### config.mk
export PLATFORM = sky130hd
export DESIGN_NAME = fft_frame_splitter
export DESIGN_NICKNAME = d
export VERILOG_FILES = /design/src/rtl/fft_split_pkg.sv /design/src/rtl/fft_split_seg_buf.sv /design/src/rtl/fft_frame_splitter.sv
export SDC_FILE = /design/constraint.sdc
export NUM_CORES = 2
export LEC_CHECK = 0
export CAP_MARGIN = 40
export CELL_PAD_IN_SITES_DETAIL_PLACEMENT = 1
export CELL_PAD_IN_SITES_GLOBAL_PLACEMENT = 1
export CORE_MARGIN = 5
export CORE_UTILIZATION = 35
export CTS_CLUSTER_DIAMETER = 100
export DETAILED_ROUTE_END_ITERATION = 8
export GPL_TIMING_DRIVEN = 0
export PLACE_DENSITY = 0.52
export SLEW_MARGIN = 10
export SYNTH_ARGS = -nofsm -noshare
export SYNTH_HDL_FRONTEND = slang
export SYNTH_SLANG_ARGS = --single-unit
### constraint.sdc
create_clock -name i_clk -period 8.35 [get_ports i_clk]
set_input_delay 2.0875 -clock i_clk [delete_from_list [all_inputs] [get_ports i_clk]]
set_output_delay 2.0875 -clock i_clk [all_outputs]
set_load 0.03 [all_outputs]
### src/rtl/fft_split_pkg.sv
// Shared definitions for the FFT frame splitter: split modes, channel FSM
// encoding and an elaboration-time log2 helper.
package fft_split_pkg;

  localparam logic MODE_CONTIG     = 1'b0;
  localparam logic MODE_INTERLEAVE = 1'b1;

  typedef enum logic {
    ST_FILL  = 1'b0,
    ST_DRAIN = 1'b1
  } ch_state_e;

  function automatic int clog2(input int value);
    int r;
    r = 0;
    for (int i = 0; i < 32; i++) begin
      if ((32'sd1 << i) < value) begin
        r = i + 1;
      end else begin
        r = r;
      end
    end
    return r;
  endfunction

endpackage

### src/rtl/fft_split_seg_buf.sv
// One output channel: SEG-deep segment buffer with a FILL/DRAIN FSM and a
// registered valid/ready/last output stage.
module fft_split_seg_buf
  import fft_split_pkg::*;
#(
  parameter int SEG    = 32,
  parameter int DATA_W = 16,
  localparam int AW    = clog2(SEG)
) (
  input  logic                i_clk,
  input  logic                i_reset,
  input  logic                i_wr_en,
  input  logic                i_commit,
  input  logic [AW-1:0]       i_wr_addr,
  input  logic [2*DATA_W-1:0] i_wr_data,
  input  logic                i_ready,
  output logic                o_fill,
  output logic                o_valid,
  output logic                o_last,
  output logic [2*DATA_W-1:0] o_data
);

  localparam logic [AW-1:0] LAST_ADDR = AW'(SEG - 1);

  ch_state_e           state_q, state_d;
  logic [AW-1:0]       rptr_q, rptr_d, rptr_nxt;
  logic                valid_q, valid_d;
  logic                last_q, last_d;
  logic [2*DATA_W-1:0] data_q, data_d;
  logic [2*DATA_W-1:0] mem_q [SEG];
  logic [2*DATA_W-1:0] mem_d [SEG];

  // Next-state, buffer write and output-register load
  always_comb begin
    state_d  = state_q;
    rptr_d   = rptr_q;
    valid_d  = valid_q;
    last_d   = last_q;
    data_d   = data_q;
    mem_d    = mem_q;
    rptr_nxt = rptr_q + AW'(1);
    case (state_q)
      ST_FILL: begin
        if (i_wr_en) begin
          mem_d[i_wr_addr] = i_wr_data;
        end else begin
          mem_d = mem_q;
        end
        // SEG >= 2, so word 0 is always already in mem_q when the segment commits
        if (i_commit) begin
          state_d = ST_DRAIN;
          rptr_d  = {AW{1'b0}};
          valid_d = 1'b1;
          last_d  = 1'b0;
          data_d  = mem_q[0];
        end else begin
          state_d = ST_FILL;
        end
      end
      ST_DRAIN: begin
        if (valid_q && i_ready) begin
          if (rptr_q == LAST_ADDR) begin
            state_d = ST_FILL;
            rptr_d  = {AW{1'b0}};
            valid_d = 1'b0;
            last_d  = 1'b0;
            data_d  = {(2*DATA_W){1'b0}};
          end else begin
            rptr_d = rptr_nxt;
            data_d = mem_q[rptr_nxt];
            last_d = (rptr_nxt == LAST_ADDR);
          end
        end else begin
          state_d = ST_DRAIN;
        end
      end
      default: begin
        state_d = ST_FILL;
        valid_d = 1'b0;
        last_d  = 1'b0;
      end
    endcase
  end

  // Control and output registers
  always_ff @(posedge i_clk) begin
    if (i_reset) begin
      state_q <= ST_FILL;
      rptr_q  <= {AW{1'b0}};
      valid_q <= 1'b0;
      last_q  <= 1'b0;
      data_q  <= {(2*DATA_W){1'b0}};
    end else begin
      state_q <= state_d;
      rptr_q  <= rptr_d;
      valid_q <= valid_d;
      last_q  <= last_d;
      data_q  <= data_d;
    end
  end

  // Segment storage; contents are meaningless until rewritten after reset
  always_ff @(posedge i_clk) begin
    mem_q <= mem_d;
  end

  assign o_fill  = (state_q == ST_FILL);
  assign o_valid = valid_q;
  assign o_last  = last_q;
  assign o_data  = data_q;

endmodule

### src/rtl/fft_frame_splitter.sv
// Splits each NFFT-sample FFT frame into NCH segments, contiguous or
// interleaved, each drained through its own buffered valid/ready channel.
module fft_frame_splitter
  import fft_split_pkg::*;
#(
  parameter int LOG2_NFFT = 6,
  parameter int DATA_W    = 16,
  parameter int LOG2_NCH  = 1,
  localparam int NCH      = 1 << LOG2_NCH
) (
  input  logic                  i_clk,
  input  logic                  i_reset,
  input  logic                  i_mode,
  input  logic                  i_valid,
  input  logic                  i_sof,
  input  logic [DATA_W-1:0]     i_data_i,
  input  logic [DATA_W-1:0]     i_data_q,
  output logic                  o_ready,
  output logic [NCH*DATA_W-1:0] o_data_i,
  output logic [NCH*DATA_W-1:0] o_data_q,
  output logic [NCH-1:0]        o_valid,
  output logic [NCH-1:0]        o_last,
  input  logic [NCH-1:0]        i_ready,
  output logic                  o_err_sof
);

  localparam int LOG2_SEG = LOG2_NFFT - LOG2_NCH;
  localparam int SEG      = 1 << LOG2_SEG;
  localparam logic [LOG2_NFFT-1:0] IDX_LAST  = {LOG2_NFFT{1'b1}};
  localparam logic [LOG2_SEG-1:0]  ADDR_LAST = {LOG2_SEG{1'b1}};

  logic [LOG2_NFFT-1:0] idx_q, idx_d, eff_idx;
  logic                 mode_q, mode_d, eff_mode;
  logic                 err_q, err_d;
  logic                 frame_start, xfer;
  logic [LOG2_NCH-1:0]  tgt_ch;
  logic [LOG2_SEG-1:0]  tgt_addr;
  logic [NCH-1:0]       fill_s, wr_en_s, commit_s;
  logic [2*DATA_W-1:0]  data_s [NCH];

  // Target decode, input handshake and frame bookkeeping
  always_comb begin
    frame_start = i_sof || (idx_q == {LOG2_NFFT{1'b0}});
    eff_idx     = i_sof ? {LOG2_NFFT{1'b0}} : idx_q;
    eff_mode    = frame_start ? i_mode : mode_q;
    if (eff_mode == MODE_INTERLEAVE) begin
      tgt_ch   = eff_idx[LOG2_NCH-1:0];
      tgt_addr = eff_idx[LOG2_NFFT-1:LOG2_NCH];
    end else begin
      tgt_ch   = eff_idx[LOG2_NFFT-1 -: LOG2_NCH];
      tgt_addr = eff_idx[LOG2_SEG-1:0];
    end
    o_ready = fill_s[tgt_ch];
    xfer    = i_valid && o_ready;
    // Interleaved segments complete together on the frame's final sample
    for (int k = 0; k < NCH; k++) begin
      wr_en_s[k] = xfer && (tgt_ch == LOG2_NCH'(k));
      if (eff_mode == MODE_INTERLEAVE) begin
        commit_s[k] = xfer && (eff_idx == IDX_LAST);
      end else begin
        commit_s[k] = wr_en_s[k] && (tgt_addr == ADDR_LAST);
      end
    end
    if (xfer) begin
      idx_d  = eff_idx + LOG2_NFFT'(1);
      mode_d = frame_start ? i_mode : mode_q;
      err_d  = i_sof && (idx_q != {LOG2_NFFT{1'b0}});
    end else begin
      idx_d  = idx_q;
      mode_d = mode_q;
      err_d  = 1'b0;
    end
  end

  // Frame index, latched mode and resync error pulse
  always_ff @(posedge i_clk) begin
    if (i_reset) begin
      idx_q  <= {LOG2_NFFT{1'b0}};
      mode_q <= MODE_CONTIG;
      err_q  <= 1'b0;
    end else begin
      idx_q  <= idx_d;
      mode_q <= mode_d;
      err_q  <= err_d;
    end
  end

  assign o_err_sof = err_q;

  for (genvar k = 0; k < NCH; k++) begin : g_ch
    fft_split_seg_buf #(
      .SEG    (SEG),
      .DATA_W (DATA_W)
    ) u_buf (
      .i_clk     (i_clk),
      .i_reset   (i_reset),
      .i_wr_en   (wr_en_s[k]),
      .i_commit  (commit_s[k]),
      .i_wr_addr (tgt_addr),
      .i_wr_data ({i_data_i, i_data_q}),
      .i_ready   (i_ready[k]),
      .o_fill    (fill_s[k]),
      .o_valid   (o_valid[k]),
      .o_last    (o_last[k]),
      .o_data    (data_s[k])
    );
    assign o_data_i[k*DATA_W +: DATA_W] = data_s[k][2*DATA_W-1:DATA_W];
    assign o_data_q[k*DATA_W +: DATA_W] = data_s[k][DATA_W-1:0];
  end

endmodule

==> results.cfg <==
[run_status]
outcome = complete, no violations

[global_routing]
first_global_vias = 46430
gr-usage-all-layers_pct = 20.31
grt_pass1_wl_mm = 368.0
grt_max_degree = 65
antenna_found_initial = 26
gr-total-overflow = 0

[clocking]
clkSlewWorstSetupHoldPaths_ps = 60
htree_levels = 4
clock_latency_ps = 870
clock-sinks = 2190
clk_path_buf_depth = 3
holdBufCountCts = 0
cts_tree = done
root_buffer = clkbuf_16
post_cts_buffers = 0
cts_buffers = 225
cts_resized = 0

[worst_setup_path]
cpMostUsedCell = clkdlybuf4s50_1
crit_buf_inv = 4
r2r-end = g_ch[1].u_buf.o_data[1]$_SDFFE_PP0P_
path_cells = clkdlybuf4s50_1 -> inv_1 -> clkbuf_1 -> nand2_1 -> a21oi_1 -> clkdlybuf4s50_1
max_stage_delay_ps = 760
critical_path.max_fanout = 10
critPathArrivalTime_ps = 4620
crit_path_start_kind = primary input
endpoint_kind = primary output
path_class = primary input to primary output
cp_slowest_cell = clkdlybuf4s50_1
r2r_setup_slack_ps = 2210
required_ps = 6260
reg2reg_depth = 14
r2r_start = g_ch[1].u_buf.rptr_q[0]$_SDFFE_PP0P_
cpLargestDelayFamily = buffers and inverters

[sta]
fin_crit_ps = 6709
setup_slack_ps = 1641
tightest_slew_ps = 940.3
hold_violations = 0
setup_viol = 0
slew_viol_final = 0
rsz0062_at_grt = false
period_share_pct = 80.35
relSlewSlack_pct = 36.94
fmax_mhz = 149.1
skew_ps = 27.85

[logic_synthesis]
synth.avg_cell_area_um2 = 20.83
ys_types = 74
synth_most_common_cell = edfxtp_1
yosys_register_bits = 2190
syn_nets = 4173
synth.cell_area_um2 = 86030
synth_area_leaders = edfxtp_1 (71%), mux4_2 (17%), dfxtp_1 (3.3%)
ys.flop_type = edfxtp_1
ys_async_sr_fraction_pct = 0
yosysSeqAreaShare_pct = 74.79
yosys.area.top_type = edfxtp_1
synth_top_area_share_pct = 71.49
yosysWarnings = 0
synth_common_cells = edfxtp_1 (2048), mux4_2 (637), nor2_1 (238)
synth_cells = 4129
synth_edf_count = 2048

[finish]
syn_to_final_growth_pct = 18.12
final_net_count = 4669
final_core_util_pct = 41.43
final_cell_area_um2 = 101600
drive_gt1_share_pct = 28.50

[detailed_routing]
vias_per_cell = 5.518
first_pass_iters = 5
drcViolationCount = 0
wire_per_inst_um = 32.61
routed_wl_mm = 262.0
antenna_left = 0
vias = 44340
drt_iter0_drc = 4730

[floorplan]
dieArea_um2 = 255800
die_height_um = 505.8
num_rows = 182
initial_utilization_pct = 35.08
core_um2 = 245300
die_x_um = 505.8
num_io_pins = 109

[run]
maxCapViolCount = 0

[power]
max-vdd-ir-drop_mv = 0.2092
p_leak_nw = 31.04
p_total_mw = 22.15
p_per_area_nw_per_um2 = 218.0

[min_path]
whs_path_depth = 2
hp-start = g_ch[1].u_buf.o_data[28]$_SDFFE_PP0P_
min_to = g_ch[1].u_buf.o_data[28]$_SDFFE_PP0P_
hp-class = flip-flop to flip-flop

[place]
hpwl_mm = 178.5
routabilityCongestion = 0.7913
dpl_cell_area_um2 = 94490
port_buffers = 108
post-place-ws_ps = 1650
==> power by group <==
group	internal, mW	total (mW)	switching [mW]	leakage (nW)
registers	12.0	12.0	0.0106	19.6
logic	0.0681	0.342	0.273	8.03
clock network	5.53	9.79	4.27	3.44
total	17.6	22.2	4.55	31.0
==> stage by stage <==
| step | TNS (ps) | cells | hold slack (ps) |
|---|---|---|---|
| final | 0 | 8035 | 491.1 |
| after global routing | 0 | 8033 | 515.1 |
| after CTS | 0 | 8029 | 495.8 |
| after detailed placement | 0 | 7616 | 483.3 |
| after global placement | -73350 | 7457 | 478.4 |
| after floorplan | 0 | 4129 | 446.5 |
==> cell families (layout without fill, tap and decap cells) <==
family	after synthesis	count (layout)	share of synthesized area, %
flip-flops	2190	2190	74.79
multiplexers	682	682	17.28
AND/OR/NAND/NOR	627	627	3.419
AO/OA/AOI/OAI	322	322	2.665
buffers and inverters	276	958	1.482
XOR/XNOR	27	27	0.2836
adder cells (fa/ha/maj)	5	5	0.07272
other	0	4	0
==> state kept, by name, summed over array words and instances, names as in the netlist <==
register	count
g_ch.u_buf.mem_q	2048
g_ch.u_buf.o_data	64
g_ch.u_buf.rptr_q	64
idx_q	6
g_ch.u_buf.o_last	2
g_ch.u_buf.o_valid	2
g_ch.u_buf.state_q	2
mode_q	1
o_err_sof	1
==> worst reg2reg max path, stage by stage, from the launching register on <==
cell,delay [ps]
dfxtp_1,330
buf_2,410
clkbuf_1,420
buf_2,400
inv_1,90
ha_1,640
clkbuf_1,260
clkbuf_1,590
clkbuf_1,710
mux4_2,430
mux4_2,530
nand2_1,220
a21oi_1,100
a211oi_1,770
nor3_1,100
==> placed cells by master, fill, tap and decap left out, types with 8 or more instances in the layout <==
| cell | n |
|---|---|
| and2_1 | 16 |
| dfxtp_1 | 142 |
| o21ai_0 | 37 |
| edfxtp_1 | 2048 |
| nor4_1 | 15 |
| bufinv_16 | 16 |
| nor2_4 | 64 |
| inv_1 | 12 |
| nand4_1 | 28 |
| nand2_1 | 153 |
| nor2_1 | 174 |
| buf_4 | 39 |
| and4_1 | 8 |
| a311oi_2 | 17 |
| a21oi_1 | 85 |
| buf_12 | 75 |
| a211oi_1 | 64 |
| a31oi_1 | 21 |
| buf_6 | 42 |
| clkdlybuf4s50_1 | 76 |
| a211oi_2 | 8 |
| buf_16 | 31 |
| buf_8 | 16 |
| buf_1 | 9 |
| buf_2 | 103 |
| mux2i_1 | 38 |
| xnor2_1 | 20 |
| clkbuf_16 | 228 |
| or3_1 | 11 |
| nand3_1 | 31 |
| and3_1 | 24 |
| o22ai_1 | 36 |
| mux4_2 | 637 |
| a311oi_1 | 23 |
| nand2b_1 | 12 |
| clkbuf_1 | 192 |
| clkinv_2 | 38 |
| clkinv_1 | 53 |
| nor3_1 | 58 |
==> routing by layer <==
| layer | up-vias | GRT usage (%) | share of wire, % |
|---|---|---|---|
| met5 | - | 0 | 0.016 |
| met4 | 6 | 4.002 | 1.7 |
| met3 | 277 | 4.695 | 7.1 |
| met2 | 1362 | 31.87 | 47 |
| met1 | 24370 | 29.28 | 45 |
| li1 | 18330 | - | - |
==> worst max path at each step <==
| stage | start | end | cells after the start |
|---|---|---|---|
| 4_1_cts | i_sof | o_ready | 6 |
| 6_report | i_sof | o_ready | 6 |
| 3_3_place_gp | i_sof | g_ch[0].u_buf.mem_q[586]$_DFFE_PP_ | 8 |
| 5_1_grt | i_sof | o_ready | 6 |
| 3_5_place_dp | i_sof | o_ready | 6 |
| 2_1_floorplan | i_sof | g_ch[0].u_buf.mem_q[768]$_DFFE_PP_ | 6 |
==> layout make-up <==
class                           instances  area [um^2]
Timing Repair Buffer                  269         3976
Fill cell                           22950       143600
Inverter                               12        45.04
Clock inverter                        126         1074
Multi-Input combinational cell       1663        20930
Sequential cell                      2190        64340
Clock buffer                          287         5977
Antenna cell                            4        10.01
Tap cell                             3220         4029
Buffer                                264         1232
Power figures use the tool's default switching activity.
